[src/rtl/keypad_scanner_if.sv]
// Keypad scanner bus: the matrix side (row_n in, col_n out) and the
// key-report side that feeds the calculator core.
interface keypad_scanner_if;
    logic [3:0]  row_n;
    logic [3:0]  col_n;
    logic        key_pressed;
    logic [24:0] keypad_out;
    logic        key_strobe;

    // The scanner drives the columns and the key report, and reads the rows
    modport master (
        input  row_n,
        output col_n,
        output key_pressed,
        output keypad_out,
        output key_strobe
    );

    // The keypad/consumer side drives the rows and reads everything else
    modport slave (
        output row_n,
        input  col_n,
        input  key_pressed,
        input  keypad_out,
        input  key_strobe
    );
endinterface

[src/rtl/keypad_scanner.sv]
// 4x4 active-low matrix keypad scanner with row synchroniser, press/release
// debounce and key-code mapping for the fixed-point calculator core.
// A key is accepted only when exactly one row is low on the driven column.
// While a key is held, the column is frozen, so other keys cannot be reported.
module keypad_scanner #(
    parameter int SCAN_DIV        = 4,
    parameter int DEBOUNCE_CYCLES = 8
) (
    input  logic              clk,
    input  logic              reset,
    keypad_scanner_if.master  bus
);

    localparam int SETTLE_W = (SCAN_DIV > 1) ? $clog2(SCAN_DIV) : 1;
    localparam int DEB_W    = (DEBOUNCE_CYCLES > 1) ? $clog2(DEBOUNCE_CYCLES) : 1;
    localparam logic [SETTLE_W-1:0] SETTLE_LAST = SETTLE_W'(SCAN_DIV - 1);
    localparam logic [DEB_W-1:0]    DEB_LAST    = DEB_W'(DEBOUNCE_CYCLES - 1);

    typedef enum logic [1:0] {
        ST_SCAN,
        ST_DEBOUNCE,
        ST_PRESSED,
        ST_RELEASE
    } state_t;

    state_t                state;
    logic [3:0]            row_meta;
    logic [3:0]            rows_s;
    logic [1:0]            col_idx;
    logic [1:0]            next_col;
    logic [3:0]            col_n_q;
    logic [SETTLE_W-1:0]   settle_cnt;
    logic [DEB_W-1:0]      deb_cnt;
    logic [3:0]            lat_pat;
    logic [1:0]            lat_row;
    logic                  key_pressed_q;
    logic [3:0]            code_q;
    logic                  key_strobe_q;

    // True when exactly one row line is pulled low
    function automatic logic one_low(input logic [3:0] pat);
        logic result;
        case (pat)
            4'b1110, 4'b1101, 4'b1011, 4'b0111: result = 1'b1;
            default:                            result = 1'b0;
        endcase
        return result;
    endfunction

    // Row index of a one-hot-zero row pattern
    function automatic logic [1:0] row_of(input logic [3:0] pat);
        logic [1:0] result;
        case (pat)
            4'b1101: result = 2'd1;
            4'b1011: result = 2'd2;
            4'b0111: result = 2'd3;
            default: result = 2'd0;
        endcase
        return result;
    endfunction

    // Active-low one-hot-zero column drive for a column index
    function automatic logic [3:0] col_drive(input logic [1:0] c);
        logic [3:0] result;
        case (c)
            2'd0:    result = 4'b1110;
            2'd1:    result = 4'b1101;
            2'd2:    result = 4'b1011;
            default: result = 4'b0111;
        endcase
        return result;
    endfunction

    // Keypad legend: A=plus, B=minus, C=multiply, E=clear, F=decimal point
    function automatic logic [3:0] key_code(input logic [1:0] r, input logic [1:0] c);
        logic [3:0] result;
        case ({r, c})
            4'b00_00: result = 4'h1;
            4'b00_01: result = 4'h2;
            4'b00_10: result = 4'h3;
            4'b00_11: result = 4'hA;
            4'b01_00: result = 4'h4;
            4'b01_01: result = 4'h5;
            4'b01_10: result = 4'h6;
            4'b01_11: result = 4'hB;
            4'b10_00: result = 4'h7;
            4'b10_01: result = 4'h8;
            4'b10_10: result = 4'h9;
            4'b10_11: result = 4'hC;
            4'b11_00: result = 4'hF;
            4'b11_01: result = 4'h0;
            4'b11_10: result = 4'hE;
            default:  result = 4'hD;
        endcase
        return result;
    endfunction

    assign next_col = col_idx + 2'd1;

    // Two-flop synchroniser for the asynchronous row lines; idles at "no key"
    always_ff @(posedge clk or negedge reset) begin
        if (!reset) begin
            row_meta <= 4'hF;
            rows_s   <= 4'hF;
        end else begin
            row_meta <= bus.row_n;
            rows_s   <= row_meta;
        end
    end

    // Scan / debounce / hold / release state machine with registered outputs
    always_ff @(posedge clk or negedge reset) begin
        if (!reset) begin
            state         <= ST_SCAN;
            col_idx       <= 2'd0;
            col_n_q       <= 4'b1110;
            settle_cnt    <= '0;
            deb_cnt       <= '0;
            lat_pat       <= 4'hF;
            lat_row       <= 2'd0;
            key_pressed_q <= 1'b0;
            code_q        <= 4'h0;
            key_strobe_q  <= 1'b0;
        end else begin
            key_strobe_q <= 1'b0;
            case (state)
                ST_SCAN: begin
                    if (settle_cnt == SETTLE_LAST) begin
                        settle_cnt <= '0;
                        if (one_low(rows_s)) begin
                            lat_pat <= rows_s;
                            lat_row <= row_of(rows_s);
                            deb_cnt <= '0;
                            state   <= ST_DEBOUNCE;
                        end else begin
                            col_idx <= next_col;
                            col_n_q <= col_drive(next_col);
                        end
                    end else begin
                        settle_cnt <= settle_cnt + 1'b1;
                    end
                end

                ST_DEBOUNCE: begin
                    if (rows_s == lat_pat) begin
                        if (deb_cnt == DEB_LAST) begin
                            deb_cnt       <= '0;
                            code_q        <= key_code(lat_row, col_idx);
                            key_pressed_q <= 1'b1;
                            key_strobe_q  <= 1'b1;
                            state         <= ST_PRESSED;
                        end else begin
                            deb_cnt <= deb_cnt + 1'b1;
                        end
                    end else begin
                        deb_cnt    <= '0;
                        settle_cnt <= '0;
                        col_idx    <= next_col;
                        col_n_q    <= col_drive(next_col);
                        state      <= ST_SCAN;
                    end
                end

                ST_PRESSED: begin
                    if (rows_s == 4'hF) begin
                        deb_cnt <= '0;
                        state   <= ST_RELEASE;
                    end
                end

                ST_RELEASE: begin
                    if (rows_s == 4'hF) begin
                        if (deb_cnt == DEB_LAST) begin
                            deb_cnt       <= '0;
                            settle_cnt    <= '0;
                            key_pressed_q <= 1'b0;
                            col_idx       <= next_col;
                            col_n_q       <= col_drive(next_col);
                            state         <= ST_SCAN;
                        end else begin
                            deb_cnt <= deb_cnt + 1'b1;
                        end
                    end else begin
                        deb_cnt <= '0;
                        state   <= ST_PRESSED;
                    end
                end

                default: begin
                    state <= ST_SCAN;
                end
            endcase
        end
    end

    assign bus.col_n       = col_n_q;
    assign bus.key_pressed = key_pressed_q;
    assign bus.keypad_out  = {21'd0, code_q};
    assign bus.key_strobe  = key_strobe_q;

endmodule
[src/flat_wrapper.sv]
// flat-port wrapper written by rule: the top's interface ports become plain ports
module keypad_scanner_flat 
#(
    parameter int SCAN_DIV        = 4,
    parameter int DEBOUNCE_CYCLES = 8
)
  (clk, reset, bus_row_n, bus_col_n, bus_key_pressed, bus_keypad_out, bus_key_strobe);
  keypad_scanner_if bus_i ();
  input  logic clk;
  input  logic reset;
  input wire logic [$bits(bus_i.row_n)-1:0] bus_row_n;
  output wire logic [$bits(bus_i.col_n)-1:0] bus_col_n;
  output wire logic [$bits(bus_i.key_pressed)-1:0] bus_key_pressed;
  output wire logic [$bits(bus_i.keypad_out)-1:0] bus_keypad_out;
  output wire logic [$bits(bus_i.key_strobe)-1:0] bus_key_strobe;
  assign bus_i.row_n = bus_row_n;
  assign bus_col_n = bus_i.col_n;
  assign bus_key_pressed = bus_i.key_pressed;
  assign bus_keypad_out = bus_i.keypad_out;
  assign bus_key_strobe = bus_i.key_strobe;
  keypad_scanner #(.SCAN_DIV(SCAN_DIV), .DEBOUNCE_CYCLES(DEBOUNCE_CYCLES)) u_core (.clk(clk), .reset(reset), .bus(bus_i));
endmodule
[config.mk]
export PLATFORM = sky130hd
export DESIGN_NAME = keypad_scanner_flat
export DESIGN_NICKNAME = d
export VERILOG_FILES = /design/src/rtl/keypad_scanner_if.sv /design/src/rtl/keypad_scanner.sv /design/src/flat_wrapper.sv
export SDC_FILE = /design/constraint.sdc
export NUM_CORES = 1
export LEC_CHECK = 0
export ABC_CLOCK_PERIOD_IN_PS = 2600
export BUFFER_PORTS_ARGS = -buffer_cell sky130_fd_sc_hd__buf_4
export CAP_MARGIN = 15
export CORE_AREA = 2 2 75 77
export DETAILED_ROUTE_END_ITERATION = 10
export DIE_AREA = 0 0 77 79
export PLACE_DENSITY_LB_ADDON = 0.1
export SYNTH_ARGS = -nofsm -noshare
export SYNTH_HDL_FRONTEND = slang
export SYNTH_SLANG_ARGS = --single-unit
[constraint.sdc]
create_clock -name clk -period 2.6 [get_ports clk]
set_input_delay 0.52 -clock clk [delete_from_list [all_inputs] [get_ports clk]]
set_output_delay 0.52 -clock clk [all_outputs]
set_load 0.005 [all_outputs]
==> flow_metrics.env <==
export IMPL_cell_type_contributing_the_most_total_cell_area_after_synthesis="dfrtp_1"
export IMPL_cap_viol_max_count=0
export IMPL_postSynth_asyncResetShare_pct=100
export IMPL_syn_to_final_growth_pct=8.11
export IMPL_die_height_um=79
export IMPL_first_pass_iters=4
export IMPL_portBuffers=15
export IMPL_cts_reportedPaths_clkPinSlew_ns=0.07
export IMPL_ff2ff_setup_slack_ns=0.50
export IMPL_final_hold_viol_count=0
export IMPL_gp_congestion=0.770
export IMPL_setup_viol_count_final=0
export IMPL_detailed_place_hpwl_um=2060
export IMPL_finish_utilization_pct=36.5
export IMPL_share_of_post_route_cells_with_drive_strength_above_1_pct=29.7
export IMPL_io_pins=37
export IMPL_wire_per_inst_um=11.8
export IMPL_first_global_vias=1059
export IMPL_synth_edff_count=0
export IMPL_ff2ff_path_depth=5
export IMPL_synth_cells=162
export IMPL_synth_area_sq_mm=0.00180
export IMPL_ys_seq_elements=33
export IMPL_per_cell_via_count_in_the_routed_design=4.33
export IMPL_critPathRequiredTime_ns=2.77
export IMPL_fin_worst_skew_ns=0.00998
export IMPL_clk_root_buffer_cell="clkbuf_8"
export IMPL_synth_sequential_area_ratio_pct=46.8
export IMPL_insertion_delay_ns=0.28
export IMPL_end_kind="flip-flop"
export IMPL_crit_reg2reg_capture="u_core.col_idx[1]"
export IMPL_cts_hold_fix_buffers=0
export IMPL_tritoncts_num_sinks=33
export IMPL_worstMarginPinSlew_ns=0.648
export IMPL_first_pass_grt_wire_length_um=5170
export IMPL_most_common_library_cell_in_the_layout_ignoring_fill_and_taps="conb_1"
export IMPL_postCtsSetupBuffers=0
export IMPL_remaining_drc_errors=0
export IMPL_setup_worst_path_class="reg2reg"
export IMPL_cp_max_fo=8
export IMPL_initial_core_util_pct=33.8
export IMPL_synth_top_cell_area_share_pct=25.0
export IMPL_groute_usage_overall_pct=10.8
export IMPL_timing_critical_path_from_type="flip-flop"
export IMPL_cell_variety_after_synth=39
export IMPL_die_area_sq_mm=0.00608
export IMPL_dr_first_iter_drc_count=41
export IMPL_max_slew_margin_pct=56.6
export IMPL_ant_nets=0
export IMPL_final_period_utilization_pct=80.9
export IMPL_maxClockFrequency_ghz=0.475
export IMPL_grt_antenna_before_repair=0
export IMPL_cts_inserted_buffers=5
export IMPL_powerDensity_mw_per_mm2=895
export IMPL_outcome="finished, final reports clean"
export IMPL_layout_nets=190
export IMPL_grt_max_degree=34
export IMPL_ys_top_cells_by_area="dfrtp_1 (25%), dfstp_2 (22%), buf_4 (9.2%)"
export IMPL_setup_repair_after_global_routing_missed_its_margin="no"
export IMPL_post_route_min_period_ns=2.10
export IMPL_final_fill_count=563
export IMPL_floorplan_core_area_sq_mm=0.00534
export IMPL_post_cts_resized=0
export IMPL_peakVddDrop_mv=0.339
export IMPL_leakage_nw=0.930
export IMPL_total_inserted_antenna_cells=0
export IMPL_post_synthesis_mean_instance_area_sq_um=11.1
export IMPL_crit_path_end="u_core.col_idx[1]"
export IMPL_hold_path_class="in2async"
export IMPL_grt_overflow_total=0
export IMPL_cell_row_count=27
export IMPL_vias=1070
export IMPL_final_cell_mix="conb_1 (21), dfrtp_1 (18), buf_4 (15), dfstp_2 (15), ha_1 (10)"
export IMPL_crit_arrival_ns=2.27
export IMPL_horizontal_die_dimension_um=77
export IMPL_tritoncts="done"
export IMPL_worst_setup_path_startpoint="u_core.rows_s[1]"
export IMPL_finalMaxSlewViolations=0
export IMPL_rr_startpoint="u_core.rows_s[1]"
export IMPL_clock_tree_htree_level_count=2
export IMPL_synthFlopType="dfrtp_1"
export IMPL_seq_area_sq_um=845
export IMPL_yosysWarnings=0
export IMPL_clk_path_buf_depth=2
export IMPL_setup_tns_ns=0
export IMPL_finalWirelength_um=2910
export IMPL_multi_input_gate_area_sq_um=768
-- report_power, final --
group,leakage (nW),internal [mW],total (mW),switching [mW]
logic,0.482,0.272,0.516,0.244
registers,0.394,0.674,0.810,0.136
clock network,0.0542,0.239,0.419,0.180
total,0.930,1.19,1.74,0.560
-- worst max-delay path: stages, from the launching register on --
cell	delay, ns
dfstp_2	0.61
xnor2_1	0.16
nand4_2	0.19
nor3b_2	0.29
nand2b_1	0.39
mux2_4	0.34
-- metal layers --
metal	wire, um	global-route usage, %	share of wire, %
met5	0	0	0
met3	121	3.52	4.2
met4	40	3.21	1.4
met1	1370	13.9	47
met2	1380	17.5	47
-- stage by stage --
stage               hold WS (ns)  cells  power [mW]  cell area, sq um  setup slack, ns
detailed placement         0.348    239        1.34              1850            0.491
global placement           0.348    239        1.34              1850            0.550
CTS                        0.185    247        1.78              1950            0.473
floorplan                  0.224    182        1.24              1880            0.777
finish                     0.170    247        1.74              1950            0.496
global route               0.194    247        1.89              1950            0.362
-- cells by family after synthesis --
logic type | after synthesis | share of synthesized area [%]
fa+ha+maj | 10 | 6.93
flops | 33 | 46.8
compound gates | 27 | 9.92
buf+inv | 39 | 14.8
xor+xnor | 7 | 3.40
mux | 11 | 6.73
simple gates | 34 | 11.2
other cells | 1 | 0.208
-- cells in the mapped netlist (3+ instances only) --
cell type and n:
o21ai_0 9, mux2i_1 5, nand2_1 9, inv_1 9
dfrtp_1 18, clkbuf_1 3, mux2_2 5, dfstp_2 15
buf_6 5, xnor2_1 6, ha_1 10, a21oi_1 7
nor2_1 9, buf_4 22
-- how the worst min path moves through the flow --
stage	start	endpoint	slack, ns	depth (start not counted)
3_5_place_dp	u_core.row_meta[1]	u_core.rows_s[1]	0.35	0
2_1_floorplan	reset	u_core.bus.col_n[0]	0.22	0
3_3_place_gp	u_core.row_meta[2]	u_core.rows_s[2]	0.35	0
5_1_grt	reset	u_core.state[0]	0.19	1
4_1_cts	reset	u_core.bus.key_pressed	0.18	1
6_report	reset	u_core.state[0]	0.17	1
-- registers in the layout, indices dropped and copies added (netlist names) --
register / flops
u_core.rows_s: 4
u_core.row_meta: 4
u_core.bus.key_pressed: 1
u_core.deb_cnt: 3
u_core.code_q: 4
u_core.bus.key_strobe: 1
u_core.col_idx: 2
u_core.settle_cnt: 2
u_core.lat_row: 2
u_core.lat_pat: 4
u_core.state: 2
u_core.bus.col_n: 4
-- area by class of cell --
| class | instances | share of cell area [%] |
|---|---|---|
| sequential | 33 | 43.3 |
| multi-input combinational | 110 | 39.4 |
| timing repair buffer | 15 | 5.77 |
| clock buffer | 7 | 4.94 |
| tap | 72 | 4.62 |
| inverter | 9 | 1.73 |
| clock inverter | 1 | 0.257 |
Power figures use the tool's default switching activity.
